===== config.mk =====
export PLATFORM = sky130hd
export DESIGN_NAME = traffic_controller_flat
export DESIGN_NICKNAME = d
export VERILOG_FILES = /design/src/rtl/game_pkg.sv /design/src/rtl/traffic_controller_if.sv /design/src/rtl/traffic_lane.sv /design/src/rtl/traffic_controller.sv /design/src/flat_wrapper.sv
export SDC_FILE = /design/constraint.sdc
export NUM_CORES = 1
export LEC_CHECK = 0
export ABC_AREA = 1
export BUFFER_PORTS_ARGS = -buffer_cell sky130_fd_sc_hd__buf_2
export CORE_MARGIN = 2
export CORE_UTILIZATION = 58
export CTS_CLUSTER_DIAMETER = 120
export DETAILED_ROUTE_END_ITERATION = 7
export PLACE_DENSITY = 0.82
export SLEW_MARGIN = 20
export SYNTH_ARGS = -nofsm -noshare
export SYNTH_HDL_FRONTEND = slang
export SYNTH_SLANG_ARGS = --single-unit
export TNS_END_PERCENT = 100

===== constraint.sdc =====
create_clock -name clk -period 2 [get_ports clk]
set_input_delay 0.3 -clock clk [delete_from_list [all_inputs] [get_ports clk]]
set_output_delay 0.3 -clock clk [all_outputs]
set_load 0.01 [all_outputs]

===== src/rtl/game_pkg.sv =====
// ============================================================================
// Module   : game_pkg
// Purpose  : Shared play-field geometry and car start positions.
// Revision : 1.0
// ============================================================================
`default_nettype none

package game_pkg;

   localparam int NUM_COLS       = 20;
   localparam int NUM_ROWS       = 15;
   localparam int CELL           = 32;
   localparam int NUM_CARS       = 16;
   localparam int NUM_LANES      = 8;
   localparam int FIRST_LANE_ROW = 3;
   localparam int COL_W          = 5;
   localparam int ROW_W          = 4;

   typedef logic [COL_W-1:0] col_t;
   typedef logic [ROW_W-1:0] row_t;

   // Partner car sits half a screen behind its lane's lead car.
   function automatic col_t start_x(input int lane, input logic partner);
      int v;
      v = 3 * lane + (partner ? 10 : 0);
      return col_t'(v % NUM_COLS);
   endfunction

endpackage

`default_nettype wire


===== src/rtl/traffic_controller_if.sv =====
// ============================================================================
// Module   : traffic_controller_if
// Purpose  : Game-FSM / traffic-controller control and car-position bundle.
// Revision : 1.0
// ============================================================================
`default_nettype none

interface traffic_controller_if;

   logic        frame_tick;
   logic        run;
   logic        restart;
   logic [1:0]  level;
   logic [4:0]  frog_col;
   logic [3:0]  frog_row;
   logic [79:0] car_x;
   logic [63:0] car_y;
   logic        hit;
   logic        moved;

   modport master (
      output frame_tick, run, restart, level, frog_col, frog_row,
      input  car_x, car_y, hit, moved
   );

   modport slave (
      input  frame_tick, run, restart, level, frog_col, frog_row,
      output car_x, car_y, hit, moved
   );

endinterface

`default_nettype wire


===== src/rtl/traffic_lane.sv =====
// ============================================================================
// Module   : traffic_lane
// Purpose  : One lane: frame-period counter and the x positions of its two cars.
// Revision : 1.0
// ============================================================================
`default_nettype none

module traffic_lane
   import game_pkg::*;
#(
   parameter int LANE        = 0,
   parameter int BASE_PERIOD = 12,
   parameter int PERIOD_STEP = 4,
   parameter int LEVEL_STEP  = 3
) (
   input  wire logic       clk,
   input  wire logic       rst_n,
   input  wire logic       i_frame_tick,
   input  wire logic       i_run,
   input  wire logic       i_restart,
   input  wire logic [1:0] i_level,
   output col_t            o_x_lead,
   output col_t            o_x_partner,
   output row_t            o_y,
   output logic            o_step
);

   localparam col_t       c_START_LEAD    = start_x(LANE, 1'b0);
   localparam col_t       c_START_PARTNER = start_x(LANE, 1'b1);
   localparam row_t       c_ROW           = row_t'(FIRST_LANE_ROW + LANE);
   localparam logic [5:0] c_BASE          = 6'(BASE_PERIOD + (LANE % 4) * PERIOD_STEP);
   localparam logic [5:0] c_LVL           = 6'(LEVEL_STEP);
   localparam col_t       c_LAST          = col_t'(NUM_COLS - 1);
   localparam bit         c_RIGHT         = ((LANE % 2) == 0);

   logic [5:0] r_cnt;
   col_t       r_x_lead;
   col_t       r_x_partner;
   row_t       r_y;
   logic [5:0] w_sub;
   logic [5:0] w_period;
   logic       w_adv;

   // Base <= level reduction means the 6-bit difference would be < 1: clamp.
   assign w_sub    = {4'd0, i_level} * c_LVL;
   assign w_period = (c_BASE > w_sub) ? (c_BASE - w_sub) : 6'd1;
   assign w_adv    = i_frame_tick & i_run & ~i_restart;
   assign o_step   = w_adv & (r_cnt >= (w_period - 6'd1));

   function automatic col_t next_x(input col_t x);
      if (c_RIGHT) begin
         return (x == c_LAST) ? col_t'(0) : x + col_t'(1);
      end
      return (x == col_t'(0)) ? c_LAST : x - col_t'(1);
   endfunction

   always_ff @(posedge clk or negedge rst_n) begin
      if (!rst_n) begin
         r_cnt       <= '0;
         r_x_lead    <= c_START_LEAD;
         r_x_partner <= c_START_PARTNER;
         r_y         <= c_ROW;
      end else if (i_restart) begin
         r_cnt       <= '0;
         r_x_lead    <= c_START_LEAD;
         r_x_partner <= c_START_PARTNER;
      end else if (w_adv) begin
         if (o_step) begin
            r_cnt       <= '0;
            r_x_lead    <= next_x(r_x_lead);
            r_x_partner <= next_x(r_x_partner);
         end else begin
            r_cnt <= r_cnt + 6'd1;
         end
      end
   end

   assign o_x_lead    = r_x_lead;
   assign o_x_partner = r_x_partner;
   assign o_y         = r_y;

endmodule

`default_nettype wire


===== src/rtl/traffic_controller.sv =====
// ============================================================================
// Module   : traffic_controller
// Purpose  : Eight-lane car mover with packed positions, move pulse and frog hit.
// Revision : 1.0
// ============================================================================
`default_nettype none

module traffic_controller
   import game_pkg::*;
#(
   parameter int BASE_PERIOD = 12,
   parameter int PERIOD_STEP = 4,
   parameter int LEVEL_STEP  = 3
) (
   input  wire logic         clk,
   input  wire logic         rst_n,
   traffic_controller_if.slave bus
);

   logic [79:0]          w_car_x;
   logic [63:0]          w_car_y;
   logic [NUM_LANES-1:0] w_step;
   logic [NUM_CARS-1:0]  w_match;
   logic                 r_hit;
   logic                 r_moved;

   for (genvar l = 0; l < NUM_LANES; l++) begin : g_lane
      traffic_lane #(
         .LANE        (l),
         .BASE_PERIOD (BASE_PERIOD),
         .PERIOD_STEP (PERIOD_STEP),
         .LEVEL_STEP  (LEVEL_STEP)
      ) u_lane (
         .clk          (clk),
         .rst_n        (rst_n),
         .i_frame_tick (bus.frame_tick),
         .i_run        (bus.run),
         .i_restart    (bus.restart),
         .i_level      (bus.level),
         .o_x_lead     (w_car_x[10*l +: 5]),
         .o_x_partner  (w_car_x[10*l+5 +: 5]),
         .o_y          (w_car_y[8*l +: 4]),
         .o_step       (w_step[l])
      );
      assign w_car_y[8*l+4 +: 4] = w_car_y[8*l +: 4];
   end

   // Car coordinates are always in range, so off-grid frog positions never match.
   for (genvar k = 0; k < NUM_CARS; k++) begin : g_match
      assign w_match[k] = (w_car_x[5*k +: 5] == bus.frog_col) &&
                          (w_car_y[4*k +: 4] == bus.frog_row);
   end

   always_ff @(posedge clk or negedge rst_n) begin
      if (!rst_n) begin
         r_hit   <= 1'b0;
         r_moved <= 1'b0;
      end else begin
         r_hit   <= |w_match;
         r_moved <= |w_step;
      end
   end

   assign bus.car_x = w_car_x;
   assign bus.car_y = w_car_y;
   assign bus.hit   = r_hit;
   assign bus.moved = r_moved;

endmodule

`default_nettype wire


===== src/flat_wrapper.sv =====
// flat-port wrapper written by rule: the top's interface ports become plain ports
module traffic_controller_flat import game_pkg::*;
#(
   parameter int BASE_PERIOD = 12,
   parameter int PERIOD_STEP = 4,
   parameter int LEVEL_STEP  = 3
)
  (clk, rst_n, bus_frame_tick, bus_run, bus_restart, bus_level, bus_frog_col, bus_frog_row, bus_car_x, bus_car_y, bus_hit, bus_moved);
  traffic_controller_if bus_i ();
  input  wire logic clk;
  input  wire logic rst_n;
  input wire logic [$bits(bus_i.frame_tick)-1:0] bus_frame_tick;
  input wire logic [$bits(bus_i.run)-1:0] bus_run;
  input wire logic [$bits(bus_i.restart)-1:0] bus_restart;
  input wire logic [$bits(bus_i.level)-1:0] bus_level;
  input wire logic [$bits(bus_i.frog_col)-1:0] bus_frog_col;
  input wire logic [$bits(bus_i.frog_row)-1:0] bus_frog_row;
  output wire logic [$bits(bus_i.car_x)-1:0] bus_car_x;
  output wire logic [$bits(bus_i.car_y)-1:0] bus_car_y;
  output wire logic [$bits(bus_i.hit)-1:0] bus_hit;
  output wire logic [$bits(bus_i.moved)-1:0] bus_moved;
  assign bus_i.frame_tick = bus_frame_tick;
  assign bus_i.run = bus_run;
  assign bus_i.restart = bus_restart;
  assign bus_i.level = bus_level;
  assign bus_i.frog_col = bus_frog_col;
  assign bus_i.frog_row = bus_frog_row;
  assign bus_car_x = bus_i.car_x;
  assign bus_car_y = bus_i.car_y;
  assign bus_hit = bus_i.hit;
  assign bus_moved = bus_i.moved;
  traffic_controller #(.BASE_PERIOD(BASE_PERIOD), .PERIOD_STEP(PERIOD_STEP), .LEVEL_STEP(LEVEL_STEP)) u_core (.clk(clk), .rst_n(rst_n), .bus(bus_i));
endmodule

# After elaboration in Yosys (flattened, before gate mapping)
# Cells that the tools add are included.
# totals
regBits	130
output_inout_bits	146
word_cells	293
inputBits	16
# classes
n_mux	120
n_mul	1
eq_ne	32
bitwise_logic	11
addsub	40
reduce_logical	51
order_cmp	12
# ops
operator	n
2-to-1 mux 5 bit	80
2-to-1 mux 6 bit	28
== test 5 bit	16
logical NOT 5 bit	16
subtractor 5 x 1 -> 5 bit (second input constant)	16
adder 6 x 1 -> 6 bit (second input constant)	8
>= comparator 6 bit	8
adder 5 x 1 -> 5 bit (second input constant)	8
== test 5 bit (second input constant)	8
== test 4 bit	8
subtractor 6 x 1 -> 6 bit (second input constant)	4
nonzero test 2 bit	9
subtractor 5 x 4 -> 6 bit (first input constant)	3
logical AND 1 bit	16
AND reduction 2 bit	8
OR reduction 16 bit	1
> comparator 5 x 4 -> 1 bit (first input constant)	3
2-to-1 mux 1 bit	12
AND 1 bit	10
OR reduction 8 bit	1
subtractor 4 x 4 -> 5 bit (first input constant)	1
> comparator 4 bit (first input constant)	1
multiplier 2 x 2 -> 4 bit (second input constant)	1
inverter 1 bit	1

# Depth between registers and ports, before layout
# logic_depth
ltp_word	13
mapped_depth	21
mapped_depth_nobuf	20

# By module
# Synthesis repeated with hierarchy kept, for this count alone.
# hier_totals
hier_cells	1660
hier_area_um2	12024.0
# modules_own_cells
mod	area_each_um2	n_inst	seq_area_each_um2	cells_each
traffic_controller	2119.5	1	50.0	401
traffic_lane at u_core.g_lane[0].u_lane	1321.3	1	402.9	164
traffic_lane at u_core.g_lane[4].u_lane	1318.8	1	404.1	159
traffic_lane at u_core.g_lane[6].u_lane	1261.2	1	404.1	149
traffic_lane at u_core.g_lane[3].u_lane	1227.4	1	406.6	154
traffic_lane at u_core.g_lane[7].u_lane	1223.7	1	405.4	162
traffic_lane at u_core.g_lane[2].u_lane	1217.4	1	404.1	156
traffic_lane at u_core.g_lane[5].u_lane	1184.9	1	407.9	162
traffic_lane at u_core.g_lane[1].u_lane	1149.9	1	406.6	153

# Worst setup path after synthesis
# No wires, ideal clock.
# synth_path
kind	input to register
start	input bus_level[0]
end	register u_core.g_lane[2].u_lane.r_x_partner[0]
setup_ps	83
arrival_ps	2614
required_time_ps	1917
path_slack_ps	-697
cell_stages	13
n_path_buf	1
cell_sequence	inv_1 ha_1 inv_1 o21ai_0 nand4_1 ha_1 a21oi_1 o21a_1 nand3_1 nand2_1 nand2_1 buf_2 o21ai_0
# synth_between
elab_chain_len	8
elab_cells_between_ends	9
classes_between	add/sub: 2; mul: 1; order compare: 2; mux: 1; bitwise: 1; reduce/logical: 2
# synth_lines
element	line_no	rtl
start, declared	flat_wrapper.sv:15	input wire logic [$bits(bus_i.level)-1:0] bus_level;
multiplier 2 x 2 -> 4 bit *	traffic_lane.sv:45	assign w_sub = {4'd0, i_level} * c_LVL;
subtractor 5 x 4 -> 6 bit or > comparator 5 x 4 -> 1 bit (tied branches)	traffic_lane.sv:46	assign w_period = (c_BASE > w_sub) ? (c_BASE - w_sub) : 6'd1;
2-to-1 mux 6 bit *	traffic_lane.sv:46	
subtractor 6 x 1 -> 6 bit *	traffic_lane.sv:48	assign o_step = w_adv & (r_cnt >= (w_period - 6'd1));
>= comparator 6 bit *	traffic_lane.sv:48	
AND 1 bit *	traffic_lane.sv:48	
nonzero test 2 bit (no source line) *	n/a	
AND reduction 2 bit (no source line) *	n/a	
end signal, assigned	traffic_lane.sv:61	r_x_partner <= c_START_PARTNER;
end signal, assigned	traffic_lane.sv:66	r_x_partner <= c_START_PARTNER;
end signal, assigned	traffic_lane.sv:71	r_x_partner <= next_x(r_x_partner);
end, declared	traffic_lane.sv:38	col_t r_x_partner;
# Every way passes the cells marked *; elsewhere a longest branch is shown, timed or not.
# A chain may end at the register's enable or synchronous reset.

# Worst setup path in the final report
# layout_path
start	input bus_level[0]
end	register u_core.r_moved (netlist: u_core.bus.moved)
# layout_between
elab_chain_len	7
elab_cells_between_ends	34
classes_between	add/sub: 8; mul: 1; order compare: 12; mux: 4; bitwise: 8; reduce/logical: 1
# layout_lines
element	line_no	rtl
multiplier 2 x 2 -> 4 bit *	traffic_lane.sv:45	
subtractor 5 x 4 -> 6 bit (tied with other cells)	traffic_lane.sv:46	
2-to-1 mux 6 bit	traffic_lane.sv:46	
subtractor 6 x 1 -> 6 bit	traffic_lane.sv:48	
>= comparator 6 bit	traffic_lane.sv:48	
AND 1 bit	traffic_lane.sv:48	
OR reduction 8 bit *	traffic_controller.sv:60	r_moved <= |w_step;
end signal, assigned	traffic_controller.sv:60	
end, declared	traffic_controller.sv:25	logic r_moved;
# Marks and branches as above.

==> run_results.csv <==
group,metric,value,unit
power,ir_worst_vdd,0.0007045,V
cts,ctsHtreeMaxLevel,4,
logic_synthesis,yosysWarnings,32,
final_layout,nets,1423,
floorplanning,fp-row-count,46,
floorplanning,io_pins,162,
power,powerDensity,670.4,nW/µm²
logic_synthesis,syn-cell-area,9418,µm²
cts,clk_pin_slew,0.06,ns
sta,tightest_slew,0.5161,ns
floorplanning,core_region_area,15890,µm²
flow_run,cap_violations,0,
cts,clk_latency,0.44,ns
sta,setup_violations,75,
critical_path,worst-path-buf-inv,6,
power,power_frac_clock,41.7,%
drt,avgRoutedWirePerCell,17.94,µm
sta,finClkSkew,0.007566,ns
cts,numCtsBuffers,17,
logic_synthesis,syn_area_per_cell,8.029,µm²
cts,clk_path_buf_depth,2,
drt,drt_iter0_drc,898,
sta,maxSlewHeadroom,65.28,%
final_layout,instances_no_fill,1560,
logic_synthesis,yosysSeqAreaShare,34.95,%
power,swShare,30.96,%
floorplanning,die_y,131.4,µm
power,power_frac_seq,37.4,%
outcome,violations,"negative setup slack",
critical_path,path_common_cell,"nand2_1",
power,p_leak,5.935,nW
power,pwr-share-comb,20.9,%
sta,min_period_over_period,108.9,%
sta,hold_violations,0,
critical_path,path_delay_family,"simple AND/OR/NAND/NOR gates",
critical_path,critPathSlowestCell,"ha_1",
critical_path,worstSetupEndpointType,"flop",
final_layout,utilization,74.96,%
global_routing,grtUsageTotal,29.43,%
floorplanning,start_util,59.29,%
final_layout,syn_to_final_growth,26.44,%
final_layout,drive_gt1_share,28.94,%
sta,worst_slack,-0.1774,ns
final_layout,diodes,0,
cts,clockRootBuffer,"clkbuf_16",
global_routing,grt_overflow_total,0,
logic_synthesis,ys_seq_elements,130,
sta,min_period,2.177,ns
outcome,status,"complete, but fails checks",
sta,maxSlewViolCount,0,
placement,routabilityCongestion,0.9101,
power,internal-power,5.511,mW
drt,dr_total_vias,9115,
hold_path,hold_path.class,"input port to asynchronous set/reset pin",
critical_path,crit_arrival,2.49,ns
critical_path,start_kind,"input port",
drt,via_per_inst,5.843,
global_routing,grt_pass1_wl,41.14,mm
floorplanning,dieArea,17270,µm²
critical_path,crit_chain,"buf_8, clkinvlp_4, ha_4, inv_4, nand2_2, o21ai_2, nand4_1, ha_1, nand2_1, inv_1, o211ai_1, nand3_2, nand2_4, buf_4, buf_4, nand2_1, nor2_1, nand2_1",
placement,numPlacedInstances,1513,
placement,port_buffers,93,
sta,rsz0062_at_grt,"yes",
critical_path,cpPeakStageDelay,0.37,ns
drt,drcViolationCount,0,
critical_path,critPathMaxFanout,5,
sta,fmax,459.3,MHz
critical_path,regToRegSetupSlack,0.04,ns
critical_path,criticalPathCategory,"input port to flop",
cts,cts.sinks,130,
drt,ant_nets,0,
floorplanning,die_x,131.4,µm
critical_path,worstPathRequired,2.31,ns
logic_synthesis,ys_types,49,
cts,cts_tree,"built",
global_routing,antenna_found_initial,0,
drt,wl,27.98,mm
final_layout,nFillCells,1020,
logic_synthesis,synth_cells,1173,
global_routing,grt_max_degree,88,
power,switchingPower,2.471,mW
drt,dr.pass1.iters,8,
placement,dp_hpwl,17.72,mm
global_routing,grt_pass1_vias,8391,
registers in the layout (all words and copies together) (netlist names):
register                          cells
u_core.g_lane.u_lane.r_cnt           48
u_core.g_lane.u_lane.o_x_lead        40
u_core.bus.moved                      1
u_core.g_lane.u_lane.o_x_partner     40
u_core.bus.hit                        1
cells by family after synthesis:
| family | synth area share, % |
|---|---|
| compound gates | 10.27 |
| buf+inv | 12.82 |
| simple gates | 22.12 |
| flops | 34.95 |
| xor+xnor | 9.659 |
| fa+ha+maj | 10.10 |
| other cells | 0.07974 |
metal layers:
| layer | wire length (µm) | vias to the layer above | GRT usage, % |
|---|---|---|---|
| li1 | - | 4112 | - |
| met1 | 10620 | 4368 | 36.11 |
| met2 | 13870 | 518 | 50.47 |
| met3 | 2379 | 117 | 6.404 |
| met4 | 1110 | 0 | 11.71 |
| met5 | 0 | - | 0 |
synthesized netlist by cell type, drive strengths merged:
| master | n | area (µm²) |
|---|---|---|
| o21a | 5 | 37.54 |
| o21ai | 61 | 312.8 |
| a22oi | 5 | 37.54 |
| a22o | 1 | 8.760 |
| o32ai | 1 | 8.760 |
| a41oi | 1 | 8.760 |
| dfstp | 31 | 814.5 |
| nand2 | 204 | 798.3 |
| nand3b | 2 | 15.01 |
| and3 | 1 | 6.260 |
| ha | 76 | 950.9 |
| a2bb2oi | 2 | 17.52 |
| nand4 | 54 | 337.8 |
| o22ai | 17 | 106.4 |
| nand3 | 81 | 420.4 |
| a21oi | 45 | 247.7 |
| nor3 | 11 | 55.05 |
| o221ai | 2 | 17.52 |
| o211ai | 6 | 45.04 |
| clkbuf | 9 | 33.78 |
| nor2 | 93 | 359.1 |
| a32o | 1 | 10.01 |
| xnor2 | 30 | 270.3 |
| clkinv | 3 | 11.26 |
| dfrtp | 99 | 2477 |
| a221oi | 1 | 8.760 |
| nor4 | 8 | 50.05 |
| xor2 | 73 | 639.4 |
| a211oi | 2 | 15.01 |
| a32oi | 3 | 26.28 |
| o31ai | 7 | 52.55 |
| nor3b | 3 | 22.52 |
| buf | 93 | 651.9 |
| inv | 136 | 510.5 |
| a31oi | 1 | 6.260 |
| or2 | 3 | 18.77 |
| conb | 2 | 7.510 |
layout make-up:
| type | instances | area [µm²] | share of cell area, % |
|---|---|---|---|
| multi-input cells | 867 | 5856 | 49.18 |
| flip-flops and latches | 130 | 3292 | 27.65 |
| repair buffers | 175 | 1299 | 10.91 |
| inverters | 139 | 561.8 | 4.718 |
| clock buffers | 18 | 429.2 | 3.604 |
| well taps | 216 | 270.3 | 2.270 |
| clock inverters | 14 | 188.9 | 1.587 |
| repair inverters | 1 | 11.26 | 0.09457 |
cells in the final DEF, fill, tap and decap left out, types with 15 or more instances in the layout:
master and n:
ha_1 64, dfrtp_1 99, nand2_2 18, o21ai_2 19
xnor2_1 29, o21ai_0 18, xor2_1 73, nor2_4 15
buf_2 91, buf_6 18, nand2_1 173, inv_1 122
clkbuf_16 18, nand3_1 65, nand4_1 54, nand3_2 15
conb_1 66, nor2_1 67, o21ai_1 24, a21oi_1 32
buf_4 52, dfstp_2 31
worst paths after layout:
| check | start | to | cells past startpoint |
|---|---|---|---|
| hold / removal | rst_n | u_core.g_lane[0].u_lane.r_cnt[0] | 2 |
| min in group clk | bus_run | u_core.g_lane[3].u_lane.o_x_lead[4] | 5 |
| setup / recovery | bus_level[0] | u_core.bus.moved | 18 |
| setup reg to reg | u_core.g_lane[4].u_lane.r_cnt[0] | u_core.bus.moved | 16 |
| max in group asynchronous | rst_n | u_core.g_lane[5].u_lane.o_x_lead[0] | 3 |
| hold reg to reg | u_core.g_lane[5].u_lane.o_x_lead[0] | u_core.g_lane[5].u_lane.o_x_lead[0] | 2 |
through the flow:
| step | power, mW | area, µm² | setup slack (ns) | hold slack, ns | TNS (ns) |
|---|---|---|---|---|---|
| floorplan | 3.987 | 9788 | -0.4181 | 0.004409 | -30.87 |
| global placement | 4.328 | 10420 | -0.4668 | 0.1218 | -45.05 |
| detailed placement | 4.382 | 10420 | -0.5748 | 0.1214 | -54.04 |
| CTS | 7.736 | 11240 | -0.06403 | 0.2233 | -0.7768 |
| global route | 8.290 | 11910 | -0.2603 | 0.2341 | -13.47 |
| finish | 7.983 | 11910 | -0.1774 | 0.2184 | -4.528 |
power groups by stage:
stage          logic, mW  clock network, mW  registers [mW]
2_1_floorplan      0.989                  0            3.00
3_3_place_gp        1.33                  0            3.00
3_5_place_dp        1.38                  0            3.01
4_1_cts             1.44               3.32            2.97
5_1_grt             1.83               3.46            3.00
6_report            1.67               3.33            2.99
what timing repair did:
item	in CTS	in global routing
gates resized for setup	45	160
cloned	1	2
hold buffers	1	0
endpoints found under the setup margin	62	120
hold endpoints to repair	4	0
buffers inserted	5	6
pin swaps	23	34
(Power assumes the default switching activity.)
